==> src/rtl/share_encoder_pkg.sv <==
// Shared masking definitions: LFSR constants, encoder state enum and the
// pure single-step function used by both the encoder and the unmasker.
package share_encoder_pkg;

   localparam logic [15:0] LFSR_POLY = 16'hB400;
   localparam logic [15:0] LFSR_SEED = 16'hACE1;

   typedef enum logic {
      REFILL = 1'b0,
      READY  = 1'b1
   } enc_state_t;

   // One right-shift Galois step; the poly's MSB makes the step a bijection,
   // so a nonzero state never maps to zero.
   function automatic logic [15:0] lfsr_step(input logic [15:0] l);
      logic [15:0] nxt;
      nxt = l >> 1;
      if (l[0]) nxt = nxt ^ LFSR_POLY;
      return nxt;
   endfunction

endpackage

==> src/rtl/share_encoder_lfsr16_galois.sv <==
// 16-bit Galois LFSR with synchronous reset, seed load and step enable.
// A zero seed is replaced by SEED so the register can never lock up.
module lfsr16_galois
   import share_encoder_pkg::*;
#(
   parameter logic [15:0] SEED = LFSR_SEED
) (
   input  logic        clk,
   input  logic        rst,
   input  logic        step,
   input  logic        load,
   input  logic [15:0] load_val,
   output logic [15:0] state
);

   // Load beats step; zero load value falls back to the default seed.
   always_ff @(posedge clk) begin
      if (rst)
         state <= SEED;
      else if (load)
         state <= (load_val == 16'h0000) ? SEED : load_val;
      else if (step)
         state <= lfsr_step(state);
   end

endmodule

==> src/rtl/share_encoder.sv <==
// Two-share masking front-end: splits in_data into (data ^ m, m) plus a
// refresh bit, drawing WIDTH+1 fresh LFSR bits per transfer. Between
// transfers the LFSR is stepped WIDTH+1 times so no random bit is reused.
module share_encoder
   import share_encoder_pkg::*;
#(
   parameter int          WIDTH = 2,
   parameter logic [15:0] SEED  = LFSR_SEED
) (
   input  logic             clk,
   input  logic             rst,
   input  logic             seed_load,
   input  logic [15:0]      seed,
   input  logic             in_valid,
   output logic             in_ready,
   input  logic [WIDTH-1:0] in_data,
   output logic             out_valid,
   input  logic             out_ready,
   output logic [WIDTH-1:0] is0,
   output logic [WIDTH-1:0] is1,
   output logic             refreshing
);

   localparam int N  = WIDTH + 1;
   localparam int CW = $clog2(N + 1);

   enc_state_t       state;
   logic [CW-1:0]    cnt;
   logic [15:0]      lfsr;
   logic [WIDTH-1:0] m;
   logic             r;
   logic             accept;

   assign m        = lfsr[WIDTH-1:0];
   assign r        = lfsr[WIDTH];
   assign in_ready = (state == READY) && (!out_valid || out_ready) && !seed_load;
   assign accept   = in_valid && in_ready;

   lfsr16_galois #(.SEED(SEED)) u_lfsr (
      .clk      (clk),
      .rst      (rst),
      .step     (state == REFILL),
      .load     (seed_load),
      .load_val (seed),
      .state    (lfsr)
   );

   // Refill/ready sequencing and the registered share output stage.
   always_ff @(posedge clk) begin
      if (rst) begin
         state      <= REFILL;
         cnt        <= '0;
         out_valid  <= 1'b0;
         is0        <= '0;
         is1        <= '0;
         refreshing <= 1'b0;
      end else begin
         // Output register: new data wins over a drain in the same cycle.
         if (accept) begin
            is0        <= in_data ^ m;
            is1        <= m;
            refreshing <= r;
            out_valid  <= 1'b1;
         end else if (out_ready) begin
            out_valid  <= 1'b0;
         end

         // Sequencer: a reload restarts the refill from scratch.
         if (seed_load) begin
            state <= REFILL;
            cnt   <= '0;
         end else begin
            case (state)
               REFILL: begin
                  cnt <= cnt + 1'b1;
                  if (cnt == CW'(N - 1)) state <= READY;
               end
               READY: begin
                  if (accept) begin
                     state <= REFILL;
                     cnt   <= '0;
                  end
               end
               default: begin
                  state <= REFILL;
                  cnt   <= '0;
               end
            endcase
         end
      end
   end

endmodule

==> config.mk <==
export PLATFORM = sky130hd
export DESIGN_NAME = share_encoder
export DESIGN_NICKNAME = d
export VERILOG_FILES = /design/src/rtl/share_encoder_pkg.sv /design/src/rtl/share_encoder_lfsr16_galois.sv /design/src/rtl/share_encoder.sv
export SDC_FILE = /design/constraint.sdc
export NUM_CORES = 1
export LEC_CHECK = 0
export ABC_AREA = 1
export CORE_AREA = 2 2 69 71
export CTS_CLUSTER_DIAMETER = 50
export DETAILED_ROUTE_END_ITERATION = 10
export DIE_AREA = 0 0 71 73
export SLEW_MARGIN = 0
export SYNTH_ARGS = -nofsm -noshare
export SYNTH_HDL_FRONTEND = slang
export SYNTH_HIERARCHICAL = 1
export SYNTH_SLANG_ARGS = --single-unit
==> constraint.sdc <==
create_clock -name clk -period 1.1 [get_ports clk]
set_input_delay 0.11 -clock clk [delete_from_list [all_inputs] [get_ports clk]]
set_output_delay 0.11 -clock clk [all_outputs]
set_load 0.01 [all_outputs]
== Yosys cells after proc, flatten, opt, wreduce, memory -nomap -nowiden ==
Index checks and enable logic that the tools add are counted.

* Bitwise logic cells: 3
* Reductions and logical operators: 9
* Div/mod/pow operators: 0
* Order comparisons: 0
* Eq/ne operators: 3
* $mul: 0
* Shift operators: 0
* Add/subtract/negate cells: 1
* Mux-type cells: 11

{| class="wikitable"
|+ Operators by type and width
! cell !! count
|-
| $mux W16 || 4
|-
| $logic_not A16 Y1 || 1
|-
| $mux W1 || 4
|-
| $not A3 Y4 || 1
|-
| $pmux W2 S2 || 1
|-
| $logic_and A1 B1 Y1 || 3
|-
| $add A2 B1 Y2 const B || 1
|-
| $eq A2 B2 Y1 const B || 1
|-
| $logic_not A1 Y1 || 2
|-
| $mux W2 || 1
|-
| $ne A2 B1 Y1 const B || 1
|-
| $ne A2 B2 Y1 const B || 1
|-
| $pmux W1 S2 || 1
|-
| $reduce_bool A2 Y1 || 1
|-
| $reduce_or A2 Y1 || 1
|-
| $xor A2 B2 Y2 || 1
|-
| $logic_or A1 B1 Y1 || 1
|-
| $not A1 Y1 || 1
|}

* Bits in latches: 0
* Output and inout bits: 7
* RAM bits: 0
* Memories: 0
* Bits in read-only memories: 0
* Register bits: 25

== Longest topological paths before layout ==
Gate-level depths: netlist of the first run.

* Word-level depth: 7
* Gate-level depth with buffers: 7
* Gate-level depth less buffers: 7

== Modules after synthesis ==
Netlist of the first run, hierarchy kept.

{| class="wikitable"
|+ By module, submodules not included
! module !! instances !! sequential area each (µm²) !! cells each !! area an instance (µm²)
|-
| lfsr16_galois || 1 || 320.3 || 133 || 875.8
|-
| share_encoder || 1 || 180.2 || 58 || 409.1
|}

== Least setup slack after synthesis of the first run ==
OpenSTA, ideal clock, no wires.

* Kind: reg2reg
* From: reg cnt[0]
* To: reg cnt[1]
* Arrival: 1000 ps
* Cell stages (with the launch flop): 5
* Path slack: 31 ps
* Period minus slack after synthesis: 1069 ps
* Library setup time: 70 ps
* Cell sequence: dfxtp_1 -> inv_1 -> ha_1 -> or2_2 -> a21oi_1

* Longest elaborated chain between the ends: 2

{| class="wikitable"
|+ RTL lines
! item !! RTL line !! text
|-
| from (decl) || share_encoder.sv:28 || <nowiki>logic [CW-1:0] cnt;</nowiki>
|-
| from (signal assigned) || share_encoder.sv:75 || <nowiki>cnt <= cnt + 1'b1;</nowiki>
|-
| $add A2 B1 Y2 || share_encoder.sv:75 ||
|-
| $pmux W2 S2 || share_encoder.sv:73 || <nowiki>case (state)</nowiki>
|}

Every way passes these cells.
A chain may end at the register's enable or synchronous reset.

== Worst setup path after layout of the first run ==
Same ends and word-level chain as after synthesis.

==> out/metrics.sh, run 1 <==
TOTAL_ITERATIONS_OF_THE_FIRST_DETAILED_ROUTING_RUN=4
IOS=30
P_SW_SHARE_PCT=24.76
FLOORPLAN.DIE.WIDTH_UM=71
TIMING.CRITICAL_PATH.FANOUT_MAX=2
CLOCK_INSERTION_DELAY_WORST_SKEW_NS=0.26
CORE_AREA_MM2=0.004536
P_LEAK_nW=0.8427
ANTENNA_VIOLATIONS_BEFORE_REPAIR=0
POWER_FRAC_SEQ_PCT=53.8
NUMPLACEDINSTANCES=282
SLEW-LIMIT-HEADROOM_PCT=86.59
FINALNETCOUNT=258
SYNTH.YOSYS.SEQ_AREA_SHARE_PCT=38.95
CRITPATHKIND='reg -> reg'
SYN-CELL-AREA_MM2=0.001285
FINAL-MAX-SLEW-VIOLATION-COUNT=0
RSZ_0062_RAISED_AFTER_GLOBAL_ROUTING='yes'
CP-END-KIND='flop'
TOTAL_ROUTING_USAGE_GR_PCT=11.95
WORST_R2R_PATH_DEPTH=4
TOTAL_CTS_BUFFERS=3
YS.WARNINGS.COUNT=6
FIN_SKEW_NS=0.006913
SYNTH_SEQ_CELLS=25
POST-CTS-SETUP-BUFFER-COUNT=0
DP_HPWL_UM=2077
GLOBALPLACE.CONGESTION=0.7742
GRT_MAX_DEGREE=19
WORST_IR_DROP_VDD_uV=427.4
LAYOUT.CELLS.MOST_COMMON='nand2_1'
TIGHTESTPINTRANSITION_NS=0.2009
YS_TYPES=21
TRITONCTS_NUM_SINKS=25
NETLIST_INSTANCES=191
FMAXACHIEVABLE_MHz=961.2
MAXCAPVIOLCOUNT=0
POST_DP_CELL_AREA_MM2=0.001702
POST_SYNTHESIS_NET_COUNT=215
FINAL.HOLD.WORST_SLACK_NS=0.2752
TIMING.FINAL.SETUP_VIOLATIONS=0
FIN_UTIL_PCT=39.48
PORT_BUFFERS=29
STARTING_UTILIZATION_OF_THE_CORE_AREA_PCT=28.33
POWER.DENSITY_mW_PER_MM2=1021
WL_PER_CELL_UM=10.30
DRC=0
WORST_HOLD_PATH_TYPE='in -> reg'
CLK_PIN_SLEW_WORST_PATHS_NS=0.08
CTS_HOLD_BUF=0
MOST-COMMON-LAYOUT-CELLS='nand2_1 (50), nor2_1 (36), dfxtp_1 (21)'
FP-ROW-COUNT=25
CTS.PATH.MAX_BUFFERS=2
FINALINSTANCEAREA_MM2=0.001790
DIE_H_UM=73
DRIVE_GT1_SHARE_PCT=17.17
P_SW_uW=452.8
RUN_STATUS='finished clean'
CTS_HTREE_LEVELS=1
CRIT_PATH_START_KIND='flop'
CRIT_CHAIN='inv_1 -> ha_1 -> or2_4 -> a21oi_2'
FIRST_GLOBAL_VIAS=1172
CLOCK_TREE_FROM_TRITONCTS='yes'
FINALCRITPERIODSHARE_PCT=94.58
TIMING.FINAL.HOLD_VIOLATIONS=0
INTERNAL_POWER_mW=1.376
CTS.ROOT.BUFFER_CELL='clkbuf_8'
WL_UM=2956
SYN_AVG_CELL_AREA_UM2=6.728
DIE_AREA_MM2=0.005183
CRITICAL-PATH-MAX-STAGE-DELAY_NS=0.33
DRTANTENNAVIOLNETS=0
REGAREA_UM2=505.5
POWER.CLOCK.FRACTION_PCT=29.0
GRT_OVERFLOW=0
WORST-ENDPOINT-REQUIRED_NS=1.30
CP.ARRIVAL_NS=1.24
DRT_FIRST_ITER_VIOLATIONS=46
INSTANCES_NO_FILL=287
POST_LAYOUT_MIN_PERIOD_NS=1.040
DRT-VIAS-PER-INSTANCE=4.439
VIAS_POST_DR=1274
ANTENNA_CELLS=0
FOOTPRINT_OF_THE_MULTI_INPUT_GATES_UM2=689.4
GRT_FIRST_PASS_WIRELENGTH_UM=4988
HOLD-PATH-CELL-COUNT=5
LAYOUT-AREA-OVERHEAD-VS-SYNTH_PCT=39.34
FILLERS=475
CRIT_SLOWEST_CELL='dfxtp_2'
POWER_FRAC_COMB_PCT=17.2
## sequential cells by signal, indices dropped and copies added (netlist names)
name / cells
cnt: 2
is0: 2
is1: 2
out_valid: 1
refreshing: 1
state: 1
u_lfsr/state: 16
## worst max-delay path: cells and delay by family, from the launching register on
family / cells / cell delay (ns)
AO/OA/AOI/OAI: 1 / 0.12
adder cells (fa/ha/maj): 1 / 0.26
flip-flops: 1 / 0.33
buffers and inverters: 1 / 0.04
AND/OR/NAND/NOR: 1 / 0.23
## synth_stat cells
cell type | count | area (µm²)
a21oi_1 | 21 | 105.1
buf_2 | 1 | 5.000
buf_6 | 5 | 56.30
clkbuf_2 | 1 | 5.000
dfxtp_1 | 25 | 500.5
ha_1 | 1 | 12.51
inv_1 | 12 | 45.04
inv_2 | 3 | 11.26
inv_6 | 1 | 8.760
nand2_1 | 51 | 191.4
nand2_2 | 1 | 6.260
nand3_1 | 2 | 10.01
nand3_2 | 1 | 10.01
nor2_1 | 38 | 142.6
nor2_2 | 3 | 18.77
nor2_8 | 1 | 20.02
o21ai_0 | 16 | 80.08
o21ai_1 | 3 | 15.01
or2_2 | 1 | 6.260
xnor2_1 | 2 | 17.52
xor2_1 | 2 | 17.52
## cell type report
type	count	share of cell area (%)
Multi-Input combinational cell	144	38.50
Sequential cell	25	28.23
Timing Repair Buffer	44	22.99
Inverter	16	3.913
Tap cell	54	3.774
Clock buffer	3	2.306
Clock inverter	1	0.2795
## timing repair
| action | 4_1_cts | 5_1_grt |
|---|---|---|
| setup endpoints to repair | 11 | 24 |
| pin swaps | 1 | 6 |
| resized for setup | 13 | 13 |
| cloned | 0 | 1 |
## per-stage QoR
step | power (mW) | TNS [ns] | setup slack [ns]
2_1_floorplan | 1.164 | 0 | 0.03061
3_3_place_gp | 1.307 | -6.231 | -0.3596
3_5_place_dp | 1.309 | -6.142 | -0.3517
4_1_cts | 1.847 | 0 | 0.003781
5_1_grt | 1.923 | -0.001289 | -0.001289
6_report | 1.829 | 0 | 0.05958
## power by group through the flow
stage,Clock (mW),Sequential [mW],Combinational (mW)
after floorplan,0,0.995,0.169
after global placement,0,1.00,0.303
after detailed placement,0,1.00,0.304
after CTS,0.555,0.984,0.308
after global routing,0.576,0.992,0.355
final,0.530,0.985,0.314
## per-layer routing
layer  GRT usage (%)  up-vias  part of all wire (%)
met5               0        -                     0
met4           4.403        0                  0.98
met3           1.657        2                   3.8
met2           20.56       34                    48
met1           15.29      558                    47
li1                -      680                     -
## cell families after synthesis
| family | Yosys count | share of synthesized area (%) |
|---|---|---|
| compound gates | 40 | 15.58 |
| xor+xnor | 4 | 2.727 |
| fa+ha+maj | 1 | 0.9736 |
| buf+inv | 23 | 10.22 |
| flops | 25 | 38.95 |
| simple gates | 98 | 31.55 |
## final timing paths
path / startpoint / end / slack (ns)
setup / recovery: cnt[0] / cnt[1] / 0.06
hold / removal: out_ready / out_valid / 0.28
setup reg to reg: cnt[0] / cnt[1] / 0.06
hold reg to reg: u_lfsr/state[15] / u_lfsr/state[15] / 0.47
Note: power is estimated with default switching activity, not from simulation.
==> run 2: changes to the inputs <==
--- a/config.mk
+++ b/config.mk
@@ -6,6 +6,7 @@
 export NUM_CORES = 1
 export LEC_CHECK = 0
 export ABC_AREA = 1
+export CAP_MARGIN = 20
 export CORE_AREA = 2 2 69 71
 export CTS_CLUSTER_DIAMETER = 50
 export DETAILED_ROUTE_END_ITERATION = 10
==> results of run 2 <==
Final layout, timing and power as in run 1 (identical DEF).
==> run 3: changes to the inputs <==
--- a/config.mk
+++ b/config.mk
@@ -11,7 +11,6 @@
 export CTS_CLUSTER_DIAMETER = 50
 export DETAILED_ROUTE_END_ITERATION = 10
 export DIE_AREA = 0 0 71 73
-export SLEW_MARGIN = 0
 export SYNTH_ARGS = -nofsm -noshare
 export SYNTH_HDL_FRONTEND = slang
 export SYNTH_HIERARCHICAL = 1
==> results of run 3 <==
Final layout, timing and power as in run 1 (identical DEF).
